[src/rtl/cvxif_pkg.sv]
`default_nettype none
// +----------------------------------------------------------------------------+
// | cvxif_pkg: CV-X-IF issue response type used by the ECC issue front end.    |
// | Revision: 1.0                                                              |
// +----------------------------------------------------------------------------+
package cvxif_pkg;

  typedef struct packed {
    logic accept;
    logic writeback;
    logic dualwrite;
    logic dualread;
    logic loadstore;
    logic exc;
  } x_issue_resp_t;

endpackage : cvxif_pkg
`default_nettype wire

[src/rtl/ecc_issue_decoder_pkg.sv]
`default_nettype none
// +----------------------------------------------------------------------------+
// | ecc_issue_decoder_pkg: ECC opcode table, FIFO entry type and decoder.      |
// | Revision: 1.0                                                              |
// +----------------------------------------------------------------------------+
package ecc_issue_decoder_pkg;

  localparam int unsigned ECC_XLEN     = 64;
  localparam int unsigned ECC_ID_WIDTH = 3;

  typedef enum logic [2:0] {
    ECC_LOAD = 3'd0,
    ECC_ADD  = 3'd1,
    ECC_SUB  = 3'd2,
    ECC_MUL  = 3'd3,
    ECC_INV  = 3'd4
  } ecc_op_e;

  // custom1 opcode with funct3 selecting the operation; all entries share one mask
  localparam logic [31:0] ECC_MASK     = 32'h0000_707F;
  localparam logic [31:0] ECC_PAT_LOAD = 32'h0000_002B;
  localparam logic [31:0] ECC_PAT_ADD  = 32'h0000_102B;
  localparam logic [31:0] ECC_PAT_SUB  = 32'h0000_202B;
  localparam logic [31:0] ECC_PAT_MUL  = 32'h0000_302B;
  localparam logic [31:0] ECC_PAT_INV  = 32'h0000_402B;

  typedef struct packed {
    ecc_op_e                 op;
    logic [ECC_ID_WIDTH-1:0] id;
    logic [4:0]              rd;
    logic                    wb;
    logic [ECC_XLEN-1:0]     rs1;
    logic [ECC_XLEN-1:0]     rs2;
  } ecc_fifo_entry_t;

  typedef struct packed {
    logic                     match;
    ecc_op_e                  op;
    cvxif_pkg::x_issue_resp_t resp;
  } ecc_decode_t;

  function automatic ecc_decode_t ecc_decode(input logic [31:0] instr);
    ecc_decode_t d;
    logic [31:0] masked;
    d      = '0;
    masked = instr & ECC_MASK;
    if (masked == ECC_PAT_LOAD) begin
      d.match = 1'b1;
      d.op    = ECC_LOAD;
    end else if (masked == ECC_PAT_ADD) begin
      d.match = 1'b1;
      d.op    = ECC_ADD;
    end else if (masked == ECC_PAT_SUB) begin
      d.match = 1'b1;
      d.op    = ECC_SUB;
    end else if (masked == ECC_PAT_MUL) begin
      d.match = 1'b1;
      d.op    = ECC_MUL;
    end else if (masked == ECC_PAT_INV) begin
      d.match = 1'b1;
      d.op    = ECC_INV;
    end
    d.resp.accept    = d.match;
    d.resp.writeback = d.match && (d.op != ECC_LOAD);
    return d;
  endfunction

endpackage : ecc_issue_decoder_pkg
`default_nettype wire

[src/rtl/ecc_issue_decoder_op_fifo.sv]
`default_nettype none
// +----------------------------------------------------------------------------+
// | ecc_op_fifo: generic in-order FIFO with flush and occupancy count.         |
// | Revision: 1.0                                                              |
// +----------------------------------------------------------------------------+
module ecc_op_fifo #(
  parameter type         T     = logic,
  parameter int unsigned Depth = 4
) (
  input  logic                     clk_i,
  input  logic                     rst_ni,
  input  logic                     flush_i,
  input  logic                     push_i,
  input  T                         data_i,
  output logic                     full_o,
  input  logic                     pop_i,
  output logic                     valid_o,
  output T                         data_o,
  output logic [$clog2(Depth):0]   count_o
);

  localparam int unsigned AW = $clog2(Depth);
  localparam int unsigned CW = AW + 1;

  logic [AW-1:0] wr_ptr_q, wr_ptr_d;
  logic [AW-1:0] rd_ptr_q, rd_ptr_d;
  logic [CW-1:0] count_q, count_d;
  T              mem_q [Depth];
  T              mem_d [Depth];
  logic          push_ok, pop_ok;

  assign full_o  = (count_q == CW'(Depth));
  assign valid_o = (count_q != '0);
  assign data_o  = mem_q[rd_ptr_q];
  assign count_o = count_q;

  // flush dominates both sides, so a same-cycle pop is dropped with the queue
  assign push_ok = push_i && !full_o && !flush_i;
  assign pop_ok  = pop_i && valid_o && !flush_i;

  always_comb begin
    wr_ptr_d = wr_ptr_q;
    rd_ptr_d = rd_ptr_q;
    count_d  = count_q;
    mem_d    = mem_q;
    if (flush_i) begin
      wr_ptr_d = '0;
      rd_ptr_d = '0;
      count_d  = '0;
    end else begin
      if (push_ok) begin
        mem_d[wr_ptr_q] = data_i;
        wr_ptr_d        = wr_ptr_q + AW'(1);
      end
      if (pop_ok) begin
        rd_ptr_d = rd_ptr_q + AW'(1);
      end
      if (push_ok && !pop_ok) begin
        count_d = count_q + CW'(1);
      end else if (!push_ok && pop_ok) begin
        count_d = count_q - CW'(1);
      end
    end
  end

  always_ff @(posedge clk_i or negedge rst_ni) begin
    if (!rst_ni) begin
      wr_ptr_q <= '0;
      rd_ptr_q <= '0;
      count_q  <= '0;
    end else begin
      wr_ptr_q <= wr_ptr_d;
      rd_ptr_q <= rd_ptr_d;
      count_q  <= count_d;
    end
  end

  always_ff @(posedge clk_i) begin
    mem_q <= mem_d;
  end

endmodule : ecc_op_fifo
`default_nettype wire

[src/rtl/ecc_issue_decoder.sv]
`default_nettype none
// +----------------------------------------------------------------------------+
// | ecc_issue_decoder: CV-X-IF issue decode and operation queue for ECC core.  |
// | Revision: 1.0                                                              |
// +----------------------------------------------------------------------------+
module ecc_issue_decoder
  import ecc_issue_decoder_pkg::*;
#(
  parameter int unsigned XLEN    = ECC_XLEN,
  parameter int unsigned IdWidth = ECC_ID_WIDTH,
  parameter int unsigned Depth   = 4
) (
  input  logic                      clk_i,
  input  logic                      rst_ni,
  input  logic                      issue_valid_i,
  output logic                      issue_ready_o,
  input  logic [31:0]               issue_instr_i,
  input  logic [IdWidth-1:0]        issue_id_i,
  input  logic [XLEN-1:0]           issue_rs1_i,
  input  logic [XLEN-1:0]           issue_rs2_i,
  input  logic [1:0]                issue_rs_valid_i,
  output cvxif_pkg::x_issue_resp_t  issue_resp_o,
  input  logic                      flush_i,
  output logic                      op_valid_o,
  input  logic                      op_ready_i,
  output logic [2:0]                op_code_o,
  output logic [IdWidth-1:0]        op_id_o,
  output logic [4:0]                op_rd_o,
  output logic                      op_wb_o,
  output logic [XLEN-1:0]           op_rs1_o,
  output logic [XLEN-1:0]           op_rs2_o,
  output logic [$clog2(Depth):0]    fifo_count_o
);

  // XLEN and IdWidth must stay equal to the widths baked into ecc_fifo_entry_t
  ecc_decode_t     dec;
  ecc_fifo_entry_t wr_entry;
  ecc_fifo_entry_t head;
  logic            fifo_full;
  logic            push;

  assign dec          = ecc_decode(issue_instr_i);
  assign issue_resp_o = dec.resp;

  // fifo_full is registered, so a dequeue never frees a slot in the same cycle
  assign issue_ready_o = !dec.match ||
                         ((issue_rs_valid_i == 2'b11) && !fifo_full && !flush_i);
  assign push          = issue_valid_i && issue_ready_o && dec.match;

  always_comb begin
    wr_entry     = '0;
    wr_entry.op  = dec.op;
    wr_entry.id  = issue_id_i;
    wr_entry.rd  = issue_instr_i[11:7];
    wr_entry.wb  = dec.resp.writeback;
    wr_entry.rs1 = issue_rs1_i;
    wr_entry.rs2 = issue_rs2_i;
  end

  ecc_op_fifo #(
    .T     (ecc_fifo_entry_t),
    .Depth (Depth)
  ) u_op_fifo (
    .clk_i   (clk_i),
    .rst_ni  (rst_ni),
    .flush_i (flush_i),
    .push_i  (push),
    .data_i  (wr_entry),
    .full_o  (fifo_full),
    .pop_i   (op_ready_i),
    .valid_o (op_valid_o),
    .data_o  (head),
    .count_o (fifo_count_o)
  );

  assign op_code_o = head.op;
  assign op_id_o   = head.id;
  assign op_rd_o   = head.rd;
  assign op_wb_o   = head.wb;
  assign op_rs1_o  = head.rs1;
  assign op_rs2_o  = head.rs2;

endmodule : ecc_issue_decoder
`default_nettype wire

[config.mk]
export PLATFORM = sky130hd
export DESIGN_NAME = ecc_issue_decoder
export DESIGN_NICKNAME = d
export VERILOG_FILES = /design/src/rtl/cvxif_pkg.sv /design/src/rtl/ecc_issue_decoder_pkg.sv /design/src/rtl/ecc_issue_decoder_op_fifo.sv /design/src/rtl/ecc_issue_decoder.sv
export SDC_FILE = /design/constraint.sdc
export NUM_CORES = 1
export LEC_CHECK = 0
export BUFFER_PORTS_ARGS = -buffer_cell sky130_fd_sc_hd__buf_2
export CAP_MARGIN = 20
export CORE_UTILIZATION = 50
export DETAILED_ROUTE_END_ITERATION = 10
export PLACE_DENSITY = 0.74
export REMOVE_ABC_BUFFERS = 1
export SYNTH_ARGS = -nofsm -noshare
export SYNTH_HDL_FRONTEND = slang
export SYNTH_SLANG_ARGS = --single-unit
[constraint.sdc]
create_clock -name clk_i -period 12.7 [get_ports clk_i]
set_input_delay 1.27 -clock clk_i [delete_from_list [all_inputs] [get_ports clk_i]]
set_output_delay 1.27 -clock clk_i [all_outputs]
set_load 0.01 [all_outputs]
After elaboration in Yosys (flattened, before gate mapping)
Index checks and enable logic that the tools add are counted.
Cells by class
  reductions and logical operators: 24
  mux-type cells: 18
  add/sub/neg operators: 4
  order comparisons: 3
  bitwise gates (word level): 3
  equal/unequal tests: 7
Operator list (number)
  bitwise mux 560 bit: 1
  two-way mux 140 bit: 3
  binary-select mux 140 bit (select 2 bit): 1
  demux 140 bit (select 2 bit): 1
  equality test 10 x 9 -> 1 bit, second input constant: 2
  two-way mux 4 bit: 5
  logical AND 1 bit: 12
  equality test 10 bit, second input constant: 1
  equality test 10 x 6 -> 1 bit, second input constant: 1
  equality test 10 x 8 -> 1 bit, second input constant: 1
  two-way mux 3 bit: 3
  nonzero test 3 bit: 3
  two-way mux 2 bit: 4
  greater-or-equal comparator 3 bit, second input constant: 2
  inverter 2 -> 3 bit: 2
  zero test 1 bit: 5
  adder 2 x 1 -> 2 bit, second input constant: 2
  nonzero test 2 bit: 2
  adder 3 x 1 -> 3 bit, second input constant: 1
  equality test 3 bit, second input constant: 1
  less-than comparator 3 x 1 -> 1 bit, second input constant: 1
  subtractor 3 x 1 -> 3 bit, second input constant: 1
  equality test 2 bit, second input constant: 1
  AND reduction 2 bit: 1
  other kinds (2): 2
Storage, ports and cells
  word-level logic and storage cells: 86
  bits of input ports: 170
  output and inout bits: 151
  flip-flop bits (word level): 567

Depth between registers and ports, before layout
  word-level depth: 17
  depth in mapped cells: 10
  depth with buffers taken out: 9

By module
From an unflattened synthesis, not the netlist that was laid out.
Unflattened totals
  cell total of the unflattened synthesis: 816
  area total of the unflattened synthesis: 20932.6 µm²
Modules (own cells, without submodules)
  ecc_op_fifo: cells each 794, area an instance 20763.7 µm², times used 1, seq. area each 16991.3 µm²
  ecc_issue_decoder: cells each 22, area an instance 168.9 µm², times used 1, seq. area each 0.0 µm²

Worst setup path before layout
OpenSTA, ideal clock, no wires.
  kind: input to register
  start: input port issue_instr_i[2]
  end: register u_op_fifo.mem_q[0] (netlist name) (enable)
  data arrival time: 5306 ps
  stages on the path: 5
  required time: 12184 ps
  path slack: 6878 ps
  cell sequence: nor3b_1 and3_1 and3_4 buf_6 and2_1
RTL lines
  start: declaration: RTL line ecc_issue_decoder.sv:17  | input logic [31:0] issue_instr_i,
  end signal: assignment: RTL line ecc_issue_decoder_op_fifo.sv:79  | mem_q <= mem_d;
  end: declaration: RTL line ecc_issue_decoder_op_fifo.sv:28  | T mem_q [Depth];

Final worst setup path
  start: register u_op_fifo.rd_ptr_q[0]
  end: output port op_rs2_o[41]
On the way
  longest elaborated chain between the ends: 4
Ends and longest elaborated chain
  start: declaration: RTL line ecc_issue_decoder_op_fifo.sv:26  | logic [AW-1:0] rd_ptr_q, rd_ptr_d;
  start signal: assignment: RTL line ecc_issue_decoder_op_fifo.sv:73  | rd_ptr_q <= rd_ptr_d;
  inverter 2 -> 3 bit (implied by the code): RTL line ecc_issue_decoder_op_fifo.sv:34  | assign data_o = mem_q[rd_ptr_q];
  binary-select mux 140 bit (select 2 bit): RTL line ecc_issue_decoder_op_fifo.sv:34
  two-way mux 140 bit (implied by the code) (2 in a row): RTL line ecc_issue_decoder_op_fifo.sv:34
  end: declaration: RTL line ecc_issue_decoder.sv:31  | output logic [XLEN-1:0] op_rs2_o,
No other way between the ends. The select of a mux whose other input is x is not followed.

==> results.yml <==
logic_synthesis:
  yosys.area.top_type: "edfxtp_1"
  synth_xor_area_share_pct: 0.126
  synth_edf_count: 560
  postSynthRegisterBits: 567
  ys_seq_area_share_pct: 81.7
  syn_area_per_cell_um2: 25.6
  async_flop_share_pct: 1.23
  syn_area_um2: 20800
  postSynthCellCount: 812
  yosysWarnings: 0
  synthDominantCellAreaShare_pct: 80.9
  synthSimpleGateAreaFrac_pct: 1.23
  synth.mux.area_fraction_pct: 15.3
  yosysUniqueCellTypes: 40
  synthTopCellsByArea: "edfxtp_1 (81%), mux4_2 (15%), dfrtp_1 (0.84%), buf_2 (0.29%), clkbuf_1 (0.27%)"
  synth_top_family_by_area: "multiplexers"
  ys.flop_type: "edfxtp_1"
  synth_fa_ha_area_share_pct: 0.337
  synth_compound_area_share_pct: 0.277
  synth.most_common_cell: "edfxtp_1"
  ys_top_cells_by_count: "edfxtp_1 (560), mux4_2 (140), clkbuf_1 (15)"
pwr:
  p_leak_nw: 8.06
  total_power_mw: 4.36
  vdd_drop_max_uv: 154
  power_density_nw_per_um2: 177
global_route:
  grt_pass1_wl_um: 57000
  grt.total_usage_pct: 18.1
  antenna_found_initial: 6
  overflow: 0
  grt_start_max_net_pins: 56
  grt_pass1_vias: 9827
critical_path:
  crit_top_cell: "buf_4"
  worstPathArrival_ns: 3.69
  worst-r2r-cell-count: 6
  crit_required_ns: 11.43
  critPathKind: "flop to output port"
  crit_fanout: 48
  path_delay_family: "buffers and inverters"
  crit_buf_inv: 3
  r2r-start: "u_op_fifo.count_o[2]"
  crit_path_top_delay_cell: "buf_4"
  worstReg2RegEnd: "u_op_fifo.mem_q[207]"
  critical_path.cell_chain: "buf_4 > buf_4 > mux4_2 > buf_2"
  cpPeakStageDelay_ns: 0.85
  r2r_slack_ns: 9.08
  cp-end-kind: "output port"
  start_kind: "flop"
place:
  placed_cells: 1619
  finalWeightedCongestion: 0.775
  placed_area_um2: 22900
  port_buffers: 299
  post-dp-hpwl_um: 23000
sta:
  final_max_slew_viol_count: 0
  fin_crit_sh_pct: 39.0
  grt_setup_unrepaired: "false"
  fin_setup_tns_ns: 0
  finalCriticalPeriod_ns: 4.96
  hold_viol_final: 0
  setup_viol: 0
  tightest_slew_ns: 0.981
  clock.fmax_ghz: 0.202
  skew_ns: 0.0212
  fin_hold_ws_ns: 0.521
  relSlewSlack_pct: 34.6
finish:
  finish.instance_area_um2: 24600
  final_cells: 1716
  final_layout_size_suffix_gt1_share_pct: 45.0
  nNetsFinal: 1318
  syn_to_final_growth_pct: 18.1
clock_tree:
  clk_latency_ns: 0.59
  cts.htree.levels: 2
  holdBufCountCts: 0
  cts_post_setup_buffers_inserted: 0
  numCtsBuffers: 54
  clk_pin_slew_worst_paths_ns: 0.06
  clock-root-buffer: "clkbuf_16"
  cts-resized-gates: 0
  cts_sinks: 567
  tritoncts: "built"
  cts_buffer_depth: 3
floorplan:
  core_um2: 40900
  die_h_um: 206
  start_util_pct: 50.8
  die_x_um: 206
  fp.dieArea_um2: 42400
  rows: 74
  num_io_pins: 321
route:
  drc: 0
  ant_nets: 0
  routed_wl_um: 38800
  viasPerCell: 5.58
  vias: 9571
  wl_per_cell_um: 22.6
  dr.pass1.iters: 7
  drt_iter0_markers: 465
min_path:
  hp-class: "input port to asynchronous set/reset pin"
status:
  status: "completed"
flow_run:
  maxCapViolations: 0
[flip-flops by register name, indices dropped and copies added, names as in the netlist]
| register | flops |
|---|---|
| u_op_fifo.wr_ptr_q | 2 |
| u_op_fifo.mem_q | 560 |
| u_op_fifo.count_o | 3 |
| u_op_fifo.rd_ptr_q | 2 |
[cells by family (layout without fill, tap and decap cells)]
kind of cell,Yosys count,after routing
AOI/OAI and AO/OA,8,8
xor gates and xnor gates,3,3
adders and majority gates,5,5
buffers and inverters,45,413
DFF,567,567
muxes,142,142
other,1,5
and+or+nand+nor,41,41
[metrics by stage]
| step | utilization, % | worst slack, ns |
|---|---|---|
| after floorplan | - | 5.32 |
| after global placement | 55.9 | 7.80 |
| after detailed placement | 55.9 | 7.81 |
| after CTS | 60.0 | 7.54 |
| after global routing | 60.0 | 7.35 |
| final | 60.0 | 7.74 |
[power breakdown]
part           internal (mW)  switching [mW]
combinational          0.388           0.358
sequential              2.06          0.0336
clock                  0.872           0.643
total                   3.32            1.04
[cell usage in the layout (no fill, tap or decap), drive strengths merged, types with 5 or more instances in the layout]
cell type  synthesis  final
inv                5      5
nand2              6      6
edfxtp           560    560
clkbuf            15     69
nor2               5      5
buf               25    312
and2               7      7
clkinv             0     21
dfrtp              7      7
mux4             140    140
[per-layer routing]
metal / vias up / track usage [%] / wire (um)
met5: - / 0 / 43
met4: 6 / 4.94 / 649
met3: 56 / 5.11 / 2730
met2: 315 / 29.6 / 19600
met1: 5041 / 23.9 / 15800
li1: 4153 / - / -
[cell type report]
| type | instances | area [um2] |
|---|---|---|
| clock buffer | 69 | 1430 |
| timing repair buffer | 312 | 1590 |
| tap | 532 | 666 |
| antenna | 1 | 2.50 |
| inverter | 5 | 18.8 |
| sequential | 567 | 17000 |
| fill | 2873 | 16400 |
| multi-input combinational | 203 | 3610 |
| clock inverter | 27 | 245 |
[how the worst max path moves through the flow]
stage	cells past startpoint	startpoint	slack, ns	to
3_5_place_dp	7	issue_instr_i[2]	7.81	u_op_fifo.mem_q[141]
5_1_grt	4	u_op_fifo.rd_ptr_q[0]	7.35	op_rs2_o[41]
2_1_floorplan	1	u_op_fifo.rd_ptr_q[0]	5.32	op_code_o[0]
3_3_place_gp	7	issue_instr_i[2]	7.80	u_op_fifo.mem_q[327]
4_1_cts	4	u_op_fifo.rd_ptr_q[0]	7.54	op_rs2_o[41]
6_report	4	u_op_fifo.rd_ptr_q[0]	7.74	op_rs2_o[41]
[worst reg2reg max path: stages, from the launching register on]
cell and delay, ns:
dfrtp_1 0.44, or3b_1 0.24, and2_4 0.15, and3_4 0.25
and2_4 0.55, buf_4 0.76, buf_4 0.80
Note: power is estimated with default switching activity, not from simulation.
